`src/rtl/defuzz_wavg.sv`:
```
// Weighted-average defuzzifier: four serial MAC steps, then a 35-step restoring
// divide of sum(w_i*C_i) by sum(w_i), with valid/ready handshakes on both sides.
module defuzz_wavg #(
   parameter logic signed [15:0] C_NN        = -16'sd16384,
   parameter logic signed [15:0] C_NP        = -16'sd8192,
   parameter logic signed [15:0] C_PN        = 16'sd8192,
   parameter logic signed [15:0] C_PP        = 16'sd16384,
   parameter logic signed [15:0] DEFAULT_OUT = 16'sd0
) (
   input  logic               clk,
   input  logic               rst_n,
   input  logic               in_valid,
   output logic               in_ready,
   input  logic [15:0]        w_nn,
   input  logic [15:0]        w_np,
   input  logic [15:0]        w_pn,
   input  logic [15:0]        w_pp,
   output logic               out_valid,
   input  logic               out_ready,
   output logic signed [15:0] y,
   output logic               zero_w
);

   typedef enum logic [2:0] {IDLE, MAC, CHK, DIV, DONE} state_t;

   state_t             state, state_nxt;
   logic [3:0][15:0]   wr;
   logic [1:0]         idx;
   logic [5:0]         cnt;
   logic signed [34:0] acc;
   logic [17:0]        sum_w;
   logic               sign;
   logic [34:0]        dvd;
   logic [17:0]        dvs;
   logic [17:0]        rem;
   logic [14:0]        q;

   logic [15:0]        wsel;
   logic signed [15:0] csel;
   logic signed [32:0] wx, cx, prod;
   logic signed [34:0] prod_ext;
   logic [34:0]        mag;
   logic [18:0]        rem_sh;
   logic [17:0]        diff;
   logic               ge;
   logic [15:0]        q_nxt;

   // multiply-accumulate operand selection
   always_comb begin
      wsel = wr[idx];
      unique case (idx)
         2'd0:    csel = C_NN;
         2'd1:    csel = C_NP;
         2'd2:    csel = C_PN;
         default: csel = C_PP;
      endcase
      wx       = {17'b0, wsel};
      cx       = {{17{csel[15]}}, csel};
      prod     = wx * cx;
      prod_ext = {{2{prod[32]}}, prod};
      mag      = acc[34] ? (35'd0 - acc) : acc;
   end

   // restoring divider step; the quotient never exceeds 16 bits
   always_comb begin
      rem_sh = {rem, dvd[34]};
      ge     = rem_sh >= {1'b0, dvs};
      diff   = 18'(rem_sh - {1'b0, dvs});
      q_nxt  = {q, ge};
   end

   always_ff @(posedge clk) begin
      if (!rst_n) state <= IDLE;
      else        state <= state_nxt;
   end

   always_comb begin
      state_nxt = state;
      unique case (state)
         IDLE: if (in_valid)        state_nxt = MAC;
         MAC:  if (idx == 2'd3)     state_nxt = CHK;
         CHK:  state_nxt = (sum_w == '0) ? DONE : DIV;
         DIV:  if (cnt == 6'd34)    state_nxt = DONE;
         DONE: if (out_ready)       state_nxt = IDLE;
         default:                   state_nxt = IDLE;
      endcase
   end

   always_comb begin
      in_ready  = rst_n && (state == IDLE);
      out_valid = (state == DONE);
   end

   always_ff @(posedge clk) begin
      if (!rst_n) begin
         wr     <= '0;
         idx    <= '0;
         cnt    <= '0;
         acc    <= '0;
         sum_w  <= '0;
         sign   <= 1'b0;
         dvd    <= '0;
         dvs    <= '0;
         rem    <= '0;
         q      <= '0;
         y      <= '0;
         zero_w <= 1'b0;
      end else begin
         unique case (state)
            IDLE: if (in_valid) begin
               wr    <= {w_pp, w_pn, w_np, w_nn};
               acc   <= '0;
               sum_w <= '0;
               idx   <= '0;
            end
            MAC: begin
               acc   <= acc + prod_ext;
               sum_w <= sum_w + {2'b0, wsel};
               idx   <= idx + 2'd1;
            end
            CHK: begin
               if (sum_w == '0) begin
                  y      <= DEFAULT_OUT;
                  zero_w <= 1'b1;
               end else begin
                  sign <= acc[34];
                  dvd  <= mag;
                  dvs  <= sum_w;
                  rem  <= '0;
                  q    <= '0;
                  cnt  <= '0;
               end
            end
            DIV: begin
               dvd <= {dvd[33:0], 1'b0};
               rem <= ge ? diff : rem_sh[17:0];
               q   <= q_nxt[14:0];
               cnt <= cnt + 6'd1;
               if (cnt == 6'd34) begin
                  y      <= sign ? (16'd0 - q_nxt) : q_nxt;
                  zero_w <= 1'b0;
               end
            end
            default: ;
         endcase
      end
   end

endmodule

```
`config.mk`:
```
export PLATFORM = sky130hd
export DESIGN_NAME = defuzz_wavg
export DESIGN_NICKNAME = d
export VERILOG_FILES = /design/src/rtl/defuzz_wavg.sv
export SDC_FILE = /design/constraint.sdc
export NUM_CORES = 1
export LEC_CHECK = 0
export ABC_AREA = 1
export CAP_MARGIN = 20
export CORE_AREA = 2 2 242 125
export DETAILED_ROUTE_END_ITERATION = 10
export DIE_AREA = 0 0 244 127
export PLACE_DENSITY = 0.68
export SLEW_MARGIN = 20
export SYNTH_ARGS = -nofsm -noshare
export SYNTH_HDL_FRONTEND = slang
export SYNTH_SLANG_ARGS = --single-unit
```
`constraint.sdc`:
```
create_clock -name clk -period 6.1 [get_ports clk]
set_input_delay 1.22 -clock clk [delete_from_list [all_inputs] [get_ports clk]]
set_output_delay 1.22 -clock clk [all_outputs]
set_load 0.005 [all_outputs]
```
==> Yosys cells after proc, flatten, opt, wreduce, memory -nomap -nowiden <==
Index checks and enable logic that the tools add are counted.
{ "word_totals": {"regBits": 232, "input_bits": 68} }
{ "classes": {"addsub": 7, "multipliers": 1, "order_cmp": 2, "eq_ne": 14, "mux": 32, "bitwise_logic": 1, "n_reduce_logical": 12} }
{ "op_table": {"columns": ["cell", "count"], "rows": [
  ["$pmux W35 S2", 2],
  ["$mux W35", 3],
  ["$pmux W18 S2", 2],
  ["$mux W16", 4],
  ["$mux W18", 3],
  ["$pmux W16 S3", 1],
  ["$add A35 B33 Y35", 1],
  ["$sub A1 B35 Y35 const A", 1],
  ["$mul A17 B16 Y33", 1],
  ["$bmux W16 S2", 1],
  ["$pmux W16 S2", 1],
  ["$pmux W15 S2", 1],
  ["$ge A19 B18 Y1", 1],
  ["$add A18 B16 Y18", 1],
  ["$logic_not A18 Y1", 1],
  ["$sub A18 B18 Y18", 1],
  ["$sub A1 B16 Y16 const A", 1],
  ["$mux W15", 1],
  ["$mux W3", 5],
  ["$pmux W3 S5", 1],
  ["$pmux W6 S2", 1],
  ["$ne A2 B2 Y1 const B", 5],
  ["$reduce_and A2 Y1", 4],
  ["$add A6 B1 Y6 const B", 1],
  ["21 further kinds", 25]
]} }

==> Logic depth before layout (Yosys ltp) <==
Gate-level depths: netlist of run 1.
{ "logic_depth": {"depth_word": 5, "ltp_mapped": 28, "depth_no_buf": 27} }

==> Worst setup path after synthesis of run 1 <==
OpenSTA, ideal clock, no wires.
{ "synth_path": {"path_type": "register to register", "from": "reg idx[1]", "to": "reg acc[29]", "setup_ns": 0.070, "t_arrival_ns": 5.442, "required_ns": 6.030, "slack_ns": 0.588, "path_stages_with_launch": 28, "n_path_buf": 3, "period_less_slack_ns": 5.512, "path_cell_list": "dfxtp_1 buf_2 clkinv_1 clkbuf_1 ha_1 clkbuf_1 nand2_1 fa_1 inv_1 ha_1 ha_1 ha_1 inv_1 fa_1 inv_1 fa_1 ha_1 a21oi_1 o21ai_0 a21oi_1 inv_1 nand2_1 nand2_1 a21oi_1 inv_1 nand2_1 nand3_1 a21oi_1"} }
{ "synth_via": {"elab_chain_len": 5} }
{ "synth_lines": {"columns": ["item", "line", "source"], "rows": [
  ["start, declared", "28", "logic [1:0] idx;"],
  ["start signal, assigned", "119", "idx <= idx + 2'd1;"],
  ["$eq A2 B2 Y1 (tied with other cells)", "51", "unique case (idx)"],
  ["$pmux W16 S3 / $mux W16 (equally long branches)", "51, 50", null],
  ["$mul A17 B16 Y33 *", "59", "prod = wx * cx;"],
  ["$add A35 B33 Y35 *", "117", "acc <= acc + prod_ext;"],
  ["$pmux W35 S2 *", "109", "unique case (state)"],
  ["end signal, assigned", "117", null],
  ["end, declared", "30", "logic signed [34:0] acc;"]
]} }
Every way passes the cells marked *; elsewhere a longest branch is shown, timed or not. The select of a mux whose other input is x is not followed.
A chain may end at the register's enable or synchronous reset.

==> Worst setup path after layout of run 1 <==
{ "layout_path": {"from": "reg idx[0]", "to": "reg acc[26]"} }
Same word-level chain as after synthesis.

==> flow_summary.yaml, run 1 <==
clocking:
  post-cts-setup-buffers: 0
  clockBufferDepth: 3
  cts_root_buffer: "clkbuf_16"
  cts_tree: "done"
  h-tree-depth: 1
  clkTransAtPathRegs_ns: 0.06
  cts_buffers: 21
  clkLatencyLatePin_ns: 0.53
  clkSinkCount: 219
floorplan:
  rows: 44
  io_pins: 87
  die_x_um: 244
  initial_core_util: 0.496
  die_area_um2: 31000
  die_h_um: 127
  placeableCoreArea_um2: 28700
global_route:
  grt_start_max_net_pins: 93
  gr-usage-all-layers: 0.231
  grt_overflow: 0
  grt_pass1_wl_um: 59000
  grt_pass1_vias: 11700
  antenna_found_initial: 0
yosys:
  ys_seq_elements: 219
  muxShareOfSynthArea: 0
  ys.flop_type: "dfxtp_1"
  ys_top_cells_by_area: "dfxtp_1, ha_1, nand2_1, a21oi_1, o21ai_0"
  netlist_area_um2: 14200
  yosys_warnings: 0
  synth_xor_area_frac: 0.0191
  ys_seq_area_frac: 0.308
  synth_cell_types: 53
  synth_largest_area_cell: "dfxtp_1"
  syn-num-nets: 2250
  yosys.area_share.simple: 0.220
  synth_top_area_share: 0.308
  synth-edff-count: 0
  avgSynthCellArea_um2: 7.08
  netlist_instances: 2011
  synth_top_family_by_area: "simple AND/OR/NAND/NOR gates"
  post-synth-top-count-cell: "nand2_1"
  synth_fa_ha_area_frac: 0.168
  synth_async_sr_flop_share: 0
  synth_compound_area_frac: 0.199
  synth_common_cells: "nand2_1, a21oi_1, dfxtp_1"
setup_path:
  crit_family: "adder cells"
  arrival_ns: 5.99
  path_depth: 24
  worst-r2r-cell-count: 24
  startpoint: "idx[0]"
  r2r_start: "idx[0]"
  critPathMaxFanout: 46
  crit_buf_inv: 5
  cp.required_ns: 6.47
  critPathKind: "reg -> reg"
  regToRegSetupSlack_ns: 0.48
  r2r-end: "acc[26]"
  crit_path_cell_trace: "buf_12 -> a21oi_1 -> o21ai_0 -> nand2_1 -> inv_1 -> nand2_1 -> fa_1 -> inv_1 -> ha_1 -> ha_1 -> ha_1 -> inv_1 -> fa_1 -> inv_1 -> fa_1 -> ha_1 -> nand2_1 -> o21ai_1 -> nor2_1 -> o21ai_1 -> a21oi_1 -> or2_0 -> nand3_1 -> a21oi_1"
  slowest_delay_ns: 0.55
  worstSetupEndpointType: "flop"
  slowest_stage: "dfxtp_2"
  cp-endpoint: "acc[26]"
  cp-start-kind: "flop"
layout:
  final-seq-area_um2: 4390
  stdcell_area_um2: 16000
  final_layout_size_suffix_gt1_frac: 0.0476
  area_delta_synth_final_pct: 12.5
  multi_input_comb_area_um2: 8620
  fin_nets: 2284
  diodes: 0
  nFillCells: 2823
min_path:
  hold_class: "reg -> reg"
  hold_start: "wr[36]"
timing:
  tns_ns: 0
  final.setup.worst_slack_ns: 0.483
  hold_viol: 0
  report.final.slew_viol_count: 0
  whs_ns: 0.447
  setup_viol: 0
  post-route-min-period_ns: 5.62
  tightest_slew_ns: 0.957
  skew_ns: 0.0207
  fmax_mhz: 178
  slew_headroom: 0.362
  finalCritPeriodShare: 0.921
  rsz0062_at_grt: "false"
detailed_routing:
  drcViolationCount: 0
  ant_nets: 0
  wl_per_cell_um: 15.0
  num_vias: 13100
  totalWireLength_um: 36700
  dr.pass1.iters: 5
  first_iter_violations: 972
  vias_per_cell: 5.33
outcome:
  status: "finished clean"
place:
  port_buffers: 86
  hpwl_um: 26900
  gp_congestion: 0.959
  place_area_um2: 15300
  place_ws_ns: 0.476
flow_run:
  cap_violations: 0
-- per-layer routing --
layer	track usage	part of all wire
met1	0.340	0.50
met2	0.361	0.43
met3	0.0370	0.057
met4	0.0420	0.016
met5	0	0
-- logic make-up after synthesis --
group | after synthesis
AOI/OAI and AO/OA | 534
xor gates and xnor gates | 31
adders and majority gates | 171
buffers and inverters | 311
DFF | 219
and+or+nand+nor | 745
-- metrics by stage --
stage                     std cells  utilization
final                          2450        0.558
after global routing           2450        0.558
after CTS                      2450        0.558
after detailed placement       2413        0.534
after global placement         2413        0.534
after floorplan                2011            -
-- worst min path at each step --
stage	to	cells past startpoint
finish	wr[36]	2
global route	wr[40]	2
CTS	wr[2]	2
detailed placement	wr[2]	2
global placement	wr[9]	2
floorplan	dvd[0]	2
-- cell usage in the layout, fill, tap and decap left out, types with 4 or more instances in the layout --
cell             Yosys  layout
nand2_1            420     420
a21oi_1            278     278
dfxtp_1            219     218
inv_1              211     210
o21ai_0            177     177
nor2_1             172     171
ha_1               138     138
clkdlybuf4s50_1      0      85
nand3_1             76      76
fa_1                33      33
clkbuf_16            0      21
xor2_1              20      20
nand4_1             16      16
a31oi_1             16      16
o21ai_1             14      14
buf_4                8      14
nor3_1              13      13
or2_2               13      13
xnor2_1             11      11
o211ai_1            11      11
nor4_1               9       9
nand3b_1             8       8
inv_2                8       6
clkinv_2             0       6
a21o_1               5       5
o21bai_1             5       5
a22oi_1              5       5
nand2_2              4       4
clkbuf_8             0       4
-- final cells by class --
cell class / count / share of cell area
Multi-Input combinational cell: 1481 / 0.538
Clock inverter: 10 / 0.00680
Tap cell: 391 / 0.0305
Timing Repair Buffer: 101 / 0.0613
Inverter: 221 / 0.0524
Sequential cell: 219 / 0.274
Clock buffer: 27 / 0.0367
-- registers in the layout, summed over array words and instances (netlist names) --
signal,count
zero_w,1
dvs,18
wr,64
acc,22
sign,1
state,3
idx,2
cnt,6
dvd,35
rem,18
sum_w,18
y,16
q,15
-- timing repair --
action	4_1_cts	5_1_grt
endpoints found under the setup margin	0	3
hold endpoints to repair	0	0
resized for setup	0	1
hold buffers	0	0
-- worst reg2reg max path: stages, from the launching register on --
cell     delay [ns]
dfxtp_2        0.55
buf_12         0.25
a21oi_1        0.12
o21ai_0        0.14
nand2_1        0.12
inv_1          0.17
nand2_1        0.10
fa_1           0.49
inv_1          0.04
ha_1           0.28
ha_1           0.29
ha_1           0.28
inv_1          0.05
fa_1           0.50
inv_1          0.06
fa_1           0.47
ha_1           0.37
nand2_1        0.13
o21ai_1        0.21
nor2_1         0.08
o21ai_1        0.29
a21oi_1        0.14
or2_0          0.22
nand3_1        0.08
a21oi_1        0.06
Power of run 1 is not shown: default switching activity piles up to over one toggle a cycle in this logic, so the estimate is an artifact.
==> inputs of run 2 (changes only) <==
CAP_MARGIN = default   (was 20)
==> results of run 2 <==
No change in the layout: final DEF, timing and power equal those of run 1.
Power of run 2 is left out for the same reason.
==> inputs of run 3 (changes only) <==
CORE_AREA = 5 5 245 128   (was 2 2 242 125)
DIE_AREA = 0 0 250 133   (was 0 0 244 127)
==> flow_summary.yaml, run 3 (synthesized netlist as in run 1, its figures left out) <==
outcome:
  status: "finished clean"
place:
  gp_congestion: 0.966
  hpwl_um: 31200
  port_buffers: 86
  place_area_um2: 15300
floorplan:
  die_area_um2: 33300
  placeableCoreArea_um2: 29300
  initial_core_util: 0.485
  die_h_um: 133
  rows: 45
  io_pins: 87
  die_x_um: 250
clocking:
  cts_tree: "done"
  h-tree-depth: 1
  clkSinkCount: 219
  clockBufferDepth: 3
  clkLatencyLatePin_ns: 0.54
  holdBufCountCts: 0
  clkTransAtPathRegs_ns: 0.06
  cts_buffers: 23
  cts_root_buffer: "clkbuf_16"
timing:
  fmax_mhz: 173
  setup_viol: 0
  rsz0062_at_grt: "false"
  skew_ns: 0.0109
  tns_ns: 0
  finalCritPeriodShare: 0.946
  report.final.slew_viol_count: 0
  tightest_slew_ns: 1.08
  slew_headroom: 0.278
  post-route-min-period_ns: 5.77
  hold_viol: 0
setup_path:
  cp.required_ns: 6.55
  critPathMaxFanout: 12
  cp-start-kind: "flop"
  critPathMostFrequentCell: "ha_1"
  slowest_delay_ns: 0.56
  crit_path_cell_trace: "clkbuf_4 -> o21ai_0 -> nand2_1 -> inv_1 -> nand2_1 -> fa_1 -> inv_1 -> ha_1 -> ha_1 -> ha_1 -> fa_1 -> ha_1 -> ha_1 -> a21oi_1 -> o21ai_0 -> a211oi_1 -> nand3_1 -> a21oi_1 -> o21ai_0 -> a21oi_1"
  crit_buf_inv: 3
  crit_family: "adder cells"
  worstSetupEndpointType: "flop"
  arrival_ns: 6.22
  critPathKind: "reg -> reg"
  slowest_stage: "o21ai_0"
global_route:
  grt_pass1_wl_um: 67000
  gr-usage-all-layers: 0.244
  grt_start_max_net_pins: 98
  antenna_found_initial: 0
  grt_pass1_vias: 12300
  grt_overflow: 0
layout:
  diodes: 0
  reg_top3: "wr (64), dvd (35), acc (22)"
  area_delta_synth_final_pct: 13.3
  final_layout_size_suffix_gt1_frac: 0.0532
  multi_input_comb_area_um2: 8630
  final_cell_mix: "nand2_1, a21oi_1, dfxtp_1"
  final-seq-area_um2: 4390
  stdcell_area_um2: 16100
  final_common_cell: "nand2_1"
  fin_nets: 2291
  nFillCells: 2833
  largest_reg_flops: 64
  regMostFlops: "wr"
detailed_routing:
  vias_per_cell: 5.43
  ant_nets: 0
  wl_per_cell_um: 16.9
  first_iter_violations: 1210
  num_vias: 13400
  totalWireLength_um: 41700
  dr.pass1.iters: 5
  drcViolationCount: 0
min_path:
  hold_class: "reg -> reg"
flow_run:
  cap_violations: 0
==> run 3: cell types whose count changed in the layout (fill, tap and decap cells not counted), moves of 2 or more <==
| cell | change |
|---|---|
| o21ai_0 | -4 |
| o21ai_1 | +4 |
| clkbuf_16 | +3 |
| clkinvlp_4 | +3 |
| buf_4 | +2 |
| inv_2 | +2 |
==> run 3: path summary, 6_finish.rpt <==
path              slack (ns)    from  depth (start not counted)       to
setup / recovery        0.33  idx[0]                         20  acc[32]
hold / removal          0.45   wr[8]                          2    wr[8]
setup reg to reg        0.33  idx[0]                         20  acc[32]
hold reg to reg         0.45   wr[8]                          2    wr[8]
==> run 3: cell type report <==
class                   count  share of cell area
clock buffers              28              0.0387
well taps                 399              0.0310
inverters                 221              0.0520
multi-input cells        1481               0.535
clock inverters            13             0.00660
flip-flops and latches    219               0.272
repair buffers            106              0.0645
==> run 3: worst register-to-register path, delay by kind of cell (launching register included) <==
family | cells | cell delay [ns]
simple gates | 3 | 0.47
fa+ha+maj | 7 | 2.62
flops | 1 | 0.41
buf+inv | 3 | 0.46
compound gates | 7 | 1.76
==> run 3: timing repair <==
item                                    in CTS  in global routing
hold endpoints to repair                     0                  0
endpoints found under the setup margin       0                  9
resized for setup                            0                 10
setup buffers                                0                  1
==> run 3: through the flow <==
step                 util  setup slack (ns)  hold slack (ns)  std cells
detailed placement  0.523             0.178            0.439       2424
CTS                 0.548             0.174            0.448       2465
global placement    0.523             0.309            0.437       2424
floorplan               -             0.588            0.424       2011
finish              0.550             0.330            0.451       2467
global route        0.550            0.0212            0.464       2467
==> run 3: layer usage <==
layer | wire [um] | vias up | part of all wire | global-route usage
met5 | 0 | - | 0 | 0
li1 | - | 6750 | - | -
met3 | 3530 | 28 | 0.085 | 0.0524
met4 | 366 | 0 | 0.0088 | 0.0254
met1 | 22200 | 6220 | 0.53 | 0.406
met2 | 15600 | 400 | 0.37 | 0.324
Power of run 3 is left out for the same reason.
